===== config.mk =====
export PLATFORM = sky130hd
export DESIGN_NAME = wb_port_arbiter
export DESIGN_NICKNAME = d
export VERILOG_FILES = /design/src/rtl/wb_port_arbiter.sv
export SDC_FILE = /design/constraint.sdc
export NUM_CORES = 1
export LEC_CHECK = 0
export CAP_MARGIN = 20
export CORE_MARGIN = 5
export CORE_UTILIZATION = 39
export DETAILED_ROUTE_END_ITERATION = 6
export PLACE_DENSITY = 0.81
export REMOVE_ABC_BUFFERS = 1
export SLEW_MARGIN = 30
export SYNTH_ARGS = -nofsm -noshare
export SYNTH_HDL_FRONTEND = slang
export SYNTH_SLANG_ARGS = --single-unit
export TNS_END_PERCENT = 1

===== constraint.sdc =====
create_clock -name clk -period 2 [get_ports clk]
set_input_delay 0.4 -clock clk [delete_from_list [all_inputs] [get_ports clk]]
set_output_delay 0.4 -clock clk [all_outputs]
set_load 0.01 [all_outputs]

===== src/rtl/wb_port_arbiter.sv =====
// Round-robin arbiter sharing the register-file write port between the ALU
// result (A) and the load result (B); the winning write is registered onto the port.
module wb_port_arbiter #(
    parameter int DATA_W    = 32,
    parameter int ADDR_W    = 5,
    parameter int CNT_W     = 8,
    parameter bit ZERO_DROP = 1'b1
) (
    input  logic              clk,
    input  logic              reset,
    input  logic              stall,
    input  logic              a_valid,
    input  logic [ADDR_W-1:0] a_addr,
    input  logic [DATA_W-1:0] a_data,
    output logic              a_ready,
    input  logic              b_valid,
    input  logic [ADDR_W-1:0] b_addr,
    input  logic [DATA_W-1:0] b_data,
    output logic              b_ready,
    output logic              rf_we,
    output logic [ADDR_W-1:0] rf_waddr,
    output logic [DATA_W-1:0] rf_wdata,
    output logic              sel_a,
    output logic [CNT_W-1:0]  conflict_cnt,
    output logic              pri_state
);

    // Handshake: a transfer happens on a cycle where valid & ready are both high.
    // A requester keeps valid/addr/data stable until that cycle; ready is
    // combinational from valid, stall and the priority pointer.

    typedef enum logic {
        PRI_A = 1'b0,
        PRI_B = 1'b1
    } pri_t;

    pri_t pri, pri_next;

    logic              grant_a;
    logic              grant_b;
    logic              contended;
    logic [ADDR_W-1:0] win_addr;

    assign pri_state = pri;
    assign grant_a   = a_ready;
    assign grant_b   = b_ready;
    assign contended = a_valid & b_valid & ~stall;
    assign win_addr  = grant_a ? a_addr : b_addr;

    always_ff @(posedge clk) begin
        if (reset) begin
            pri <= PRI_A;
        end else begin
            pri <= pri_next;
        end
    end

    // The pointer moves past whoever was granted, even an uncontended winner.
    always_comb begin
        pri_next = pri;
        if (grant_a) begin
            pri_next = PRI_B;
        end else if (grant_b) begin
            pri_next = PRI_A;
        end
    end

    always_comb begin
        a_ready = ~stall & a_valid & (~b_valid | (pri == PRI_A));
        b_ready = ~stall & b_valid & (~a_valid | (pri == PRI_B));
    end

    always_ff @(posedge clk) begin
        if (reset) begin
            rf_we    <= 1'b0;
            rf_waddr <= '0;
            rf_wdata <= '0;
            sel_a    <= 1'b0;
        end else if (grant_a || grant_b) begin
            rf_we    <= !(ZERO_DROP && (win_addr == '0));
            rf_waddr <= win_addr;
            rf_wdata <= grant_a ? a_data : b_data;
            sel_a    <= grant_a;
        end else begin
            rf_we    <= 1'b0;
        end
    end

    always_ff @(posedge clk) begin
        if (reset) begin
            conflict_cnt <= '0;
        end else if (contended && (conflict_cnt != {CNT_W{1'b1}})) begin
            conflict_cnt <= conflict_cnt + 1'b1;
        end
    end

endmodule


==> results.cfg <==
[sta]
rsz0062_at_grt = no
final.period_utilization = 0.923
slew_headroom = 0.693
skew_ns = 0.00558
min_period_ns = 1.85
maxSlewViolCount = 0
finalSetupViolCount = 0
worst_pin_slew_ns = 0.461
holdWs_ns = 0.501
finalHoldViolations = 0
setup_slack_ns = 0.155
max_freq_mhz = 542

[worst_setup_path]
r2r_setup_slack_ns = 0.32
cp.arrival_ns = 1.45
reg2reg_from = conflict_cnt[0]
worstPathCellList = clkdlybuf4s50_1 -> and2_2 -> nor2_1 -> dlygate4sd2_1
endpoint_kind = primary output
timing.rr.end = conflict_cnt[3]
critPathRequiredTime_ns = 1.60
max_stage_delay_ns = 0.43
rr_worst_depth = 4
cp_top_family = buffers and inverters
crit_path_start = b_valid
worstSetupPathType = input pin to primary output
cp_max_fo = 3
path_buf_inv = 2
startpoint_type = input pin
crit_slowest_cell = clkdlybuf4s50_1

[detailed_routing]
drc = 0
vias = 2689
first_pass_iters = 4
wl_um = 7720
drt_iter0_drc = 110
routedWlPerCell_um = 16.1
drtAntennaViolNets = 0
avgViaCountPerCell = 5.61

[layout]
drive_gt1_frac = 0.0792
final_util = 0.645
antenna_cells = 0
finalNetCount = 483
final_cell_area_sq_mm = 0.00382
nFillCells = 537
fin_cells = 479
syn_to_final_growth_pct = 61.6

[power_and_ir_drop]
clockPowerShare = 0.270
power.share.combinational = 0.262
power.leakage_nw = 1.33
swShare = 0.265
p_int_w = 0.00162
power_frac_seq = 0.467
ir_drop_uv = 345
switchingPower_w = 0.000587
power.density_mw_per_mm2 = 579

[outcome]
status = finished clean

[clock_tree]
cts_tree = built
clockBufferDepth = 2
htree_levels = 2
clkTransAtPathRegs_ns = 0.08
numCtsBuffers = 5
cts_root_buf = clkbuf_8
cts.sinks = 47
cts_hold_buf = 0
cts_resized = 2
post_cts_buffers = 0
clkLatencyLatePin_ns = 0.29

[floorplan]
coreArea_sq_mm = 0.00592
ios = 129
start_util = 0.399
row_count = 28
die_area_sq_mm = 0.00771
die_y_um = 87.8
dieWidth_um = 87.8

[placement]
dpl_cell_area_sq_mm = 0.00372
dp_cells = 471
io_buffers = 128
gp_congestion = 0.839
place_ws_ns = -0.126
dp_hpwl_um = 5600

[synthesis]
synth_ff_type = dfxtp_1
synth_top_cell_by_area = dfxtp_1
synth_edf_count = 0
async_flop_share = 0
ys_seq_area_frac = 0.399
synthesis.area_sq_mm = 0.00236
synth_cells = 282
yosys.cell_types.count = 41
synth_top_cell_area_share = 0.399
avgSynthCellArea_sq_um = 8.37
ys_warn_count = 0
synth_seq_cells = 47
synth_most_common_cell = dfxtp_1
synth_common_cells = 47 x dfxtp_1, 41 x nor2_1, 38 x nand3_1, 37 x a311oi_1, 27 x o21ai_0
synthTopCellsByArea = dfxtp_1 40%, a311oi_1 14%, nand3_1 8.1%

[hold_path]
hp-class = flop to flop
worstHoldStart = rf_wdata[4]
whs_path_depth = 2
holdPathEnd = rf_wdata[4]

[grt]
grt_use_total = 0.196
grt_overflow = 0
grt_pass1_vias = 2573
grt_first_pass_wirelength_um = 12200
antenna_found_initial = 0
grt_max_degree = 40

[flow_run]
maxCapViolations = 0
-- how the worst max path moves through the flow --
stage / to / slack (ns) / cells after the start
2_1_floorplan: rf_we / 0.29 / 2
3_3_place_gp: a_ready / -0.1 / 4
3_5_place_dp: a_ready / -0.13 / 4
4_1_cts: a_ready / 0.15 / 4
5_1_grt: a_ready / 0.09 / 4
6_report: a_ready / 0.15 / 4
-- worst min-delay path, delay by kind of cell (launching register included) --
family / cells / cell delay (ns)
DFF: 1 / 0.31
and+or+nand+nor: 1 / 0.09
AOI/OAI and AO/OA: 1 / 0.05
-- flip-flops by register name, summed over array words and instances, names as in the netlist --
signal and flops:
rf_wdata 32, conflict_cnt 8, rf_waddr 5, pri_state 1, rf_we 1
-- stage by stage --
step / total power [W] / TNS, ns
finish: 0.00221 / 0
detailed placement: 0.00164 / -0.249
global route: 0.00234 / 0
floorplan: 0.00125 / 0
global placement: 0.00163 / -0.148
CTS: 0.00224 / 0
-- cell usage in the layout, fill, tap and decap left out, types with 2 or more instances in the layout --
cell type | netlist | final
a211oi_1 | 6 | 6
a21oi_1 | 4 | 4
a311oi_1 | 37 | 37
a31oi_1 | 3 | 3
and4_1 | 2 | 2
buf_12 | 0 | 4
buf_4 | 6 | 13
clkbuf_8 | 0 | 6
clkdlybuf4s50_1 | 0 | 125
dfxtp_1 | 47 | 47
dlygate4sd2_1 | 0 | 2
nand2_1 | 4 | 4
nand2b_1 | 4 | 4
nand3_1 | 38 | 38
nand4b_1 | 2 | 2
nor2_1 | 41 | 41
nor2b_1 | 3 | 3
nor4_1 | 2 | 2
o21ai_0 | 27 | 27
o21ai_1 | 10 | 10
or4_1 | 2 | 2
-- power by group through the flow --
stage | Combinational, W | Clock [W] | Sequential, W
after CTS | 0.000585 | 0.000620 | 0.00103
final | 0.000580 | 0.000598 | 0.00103
after global routing | 0.000629 | 0.000665 | 0.00104
after floorplan | 0.000166 | 0 | 0.00108
after detailed placement | 0.000584 | 0 | 0.00105
after global placement | 0.000576 | 0 | 0.00105
-- per-layer routing --
layer  global-route usage  wire length, um  vias to the layer above
li1                     -                -                     1311
met1                0.241             3210                     1253
met2                0.331             3640                      113
met3               0.0508              722                       12
met4               0.0711              150                        0
met5                    0                0                        -
-- layout make-up --
cell class / count / area, sq um / area share
timing repair buffer: 145 / 1450 / 0.380
multi-input combinational: 203 / 1230 / 0.322
sequential: 47 / 941 / 0.247
tap: 75 / 93.8 / 0.0246
clock buffer: 6 / 82.6 / 0.0216
clock inverter: 2 / 16.3 / 0.00426
inverter: 1 / 3.75 / 0.000984
-- cell families after synthesis --
kind of cell             Yosys count  share of synthesized area
AND/OR/NAND/NOR                  108                      0.233
AO/OA/AOI/OAI                     91                      0.268
flip-flops                        47                      0.399
buffers and inverters             32                     0.0816
multiplexers                       3                     0.0138
adder cells (fa/ha/maj)            1                    0.00530
No activity file was read; power rests on OpenSTA's default activity.
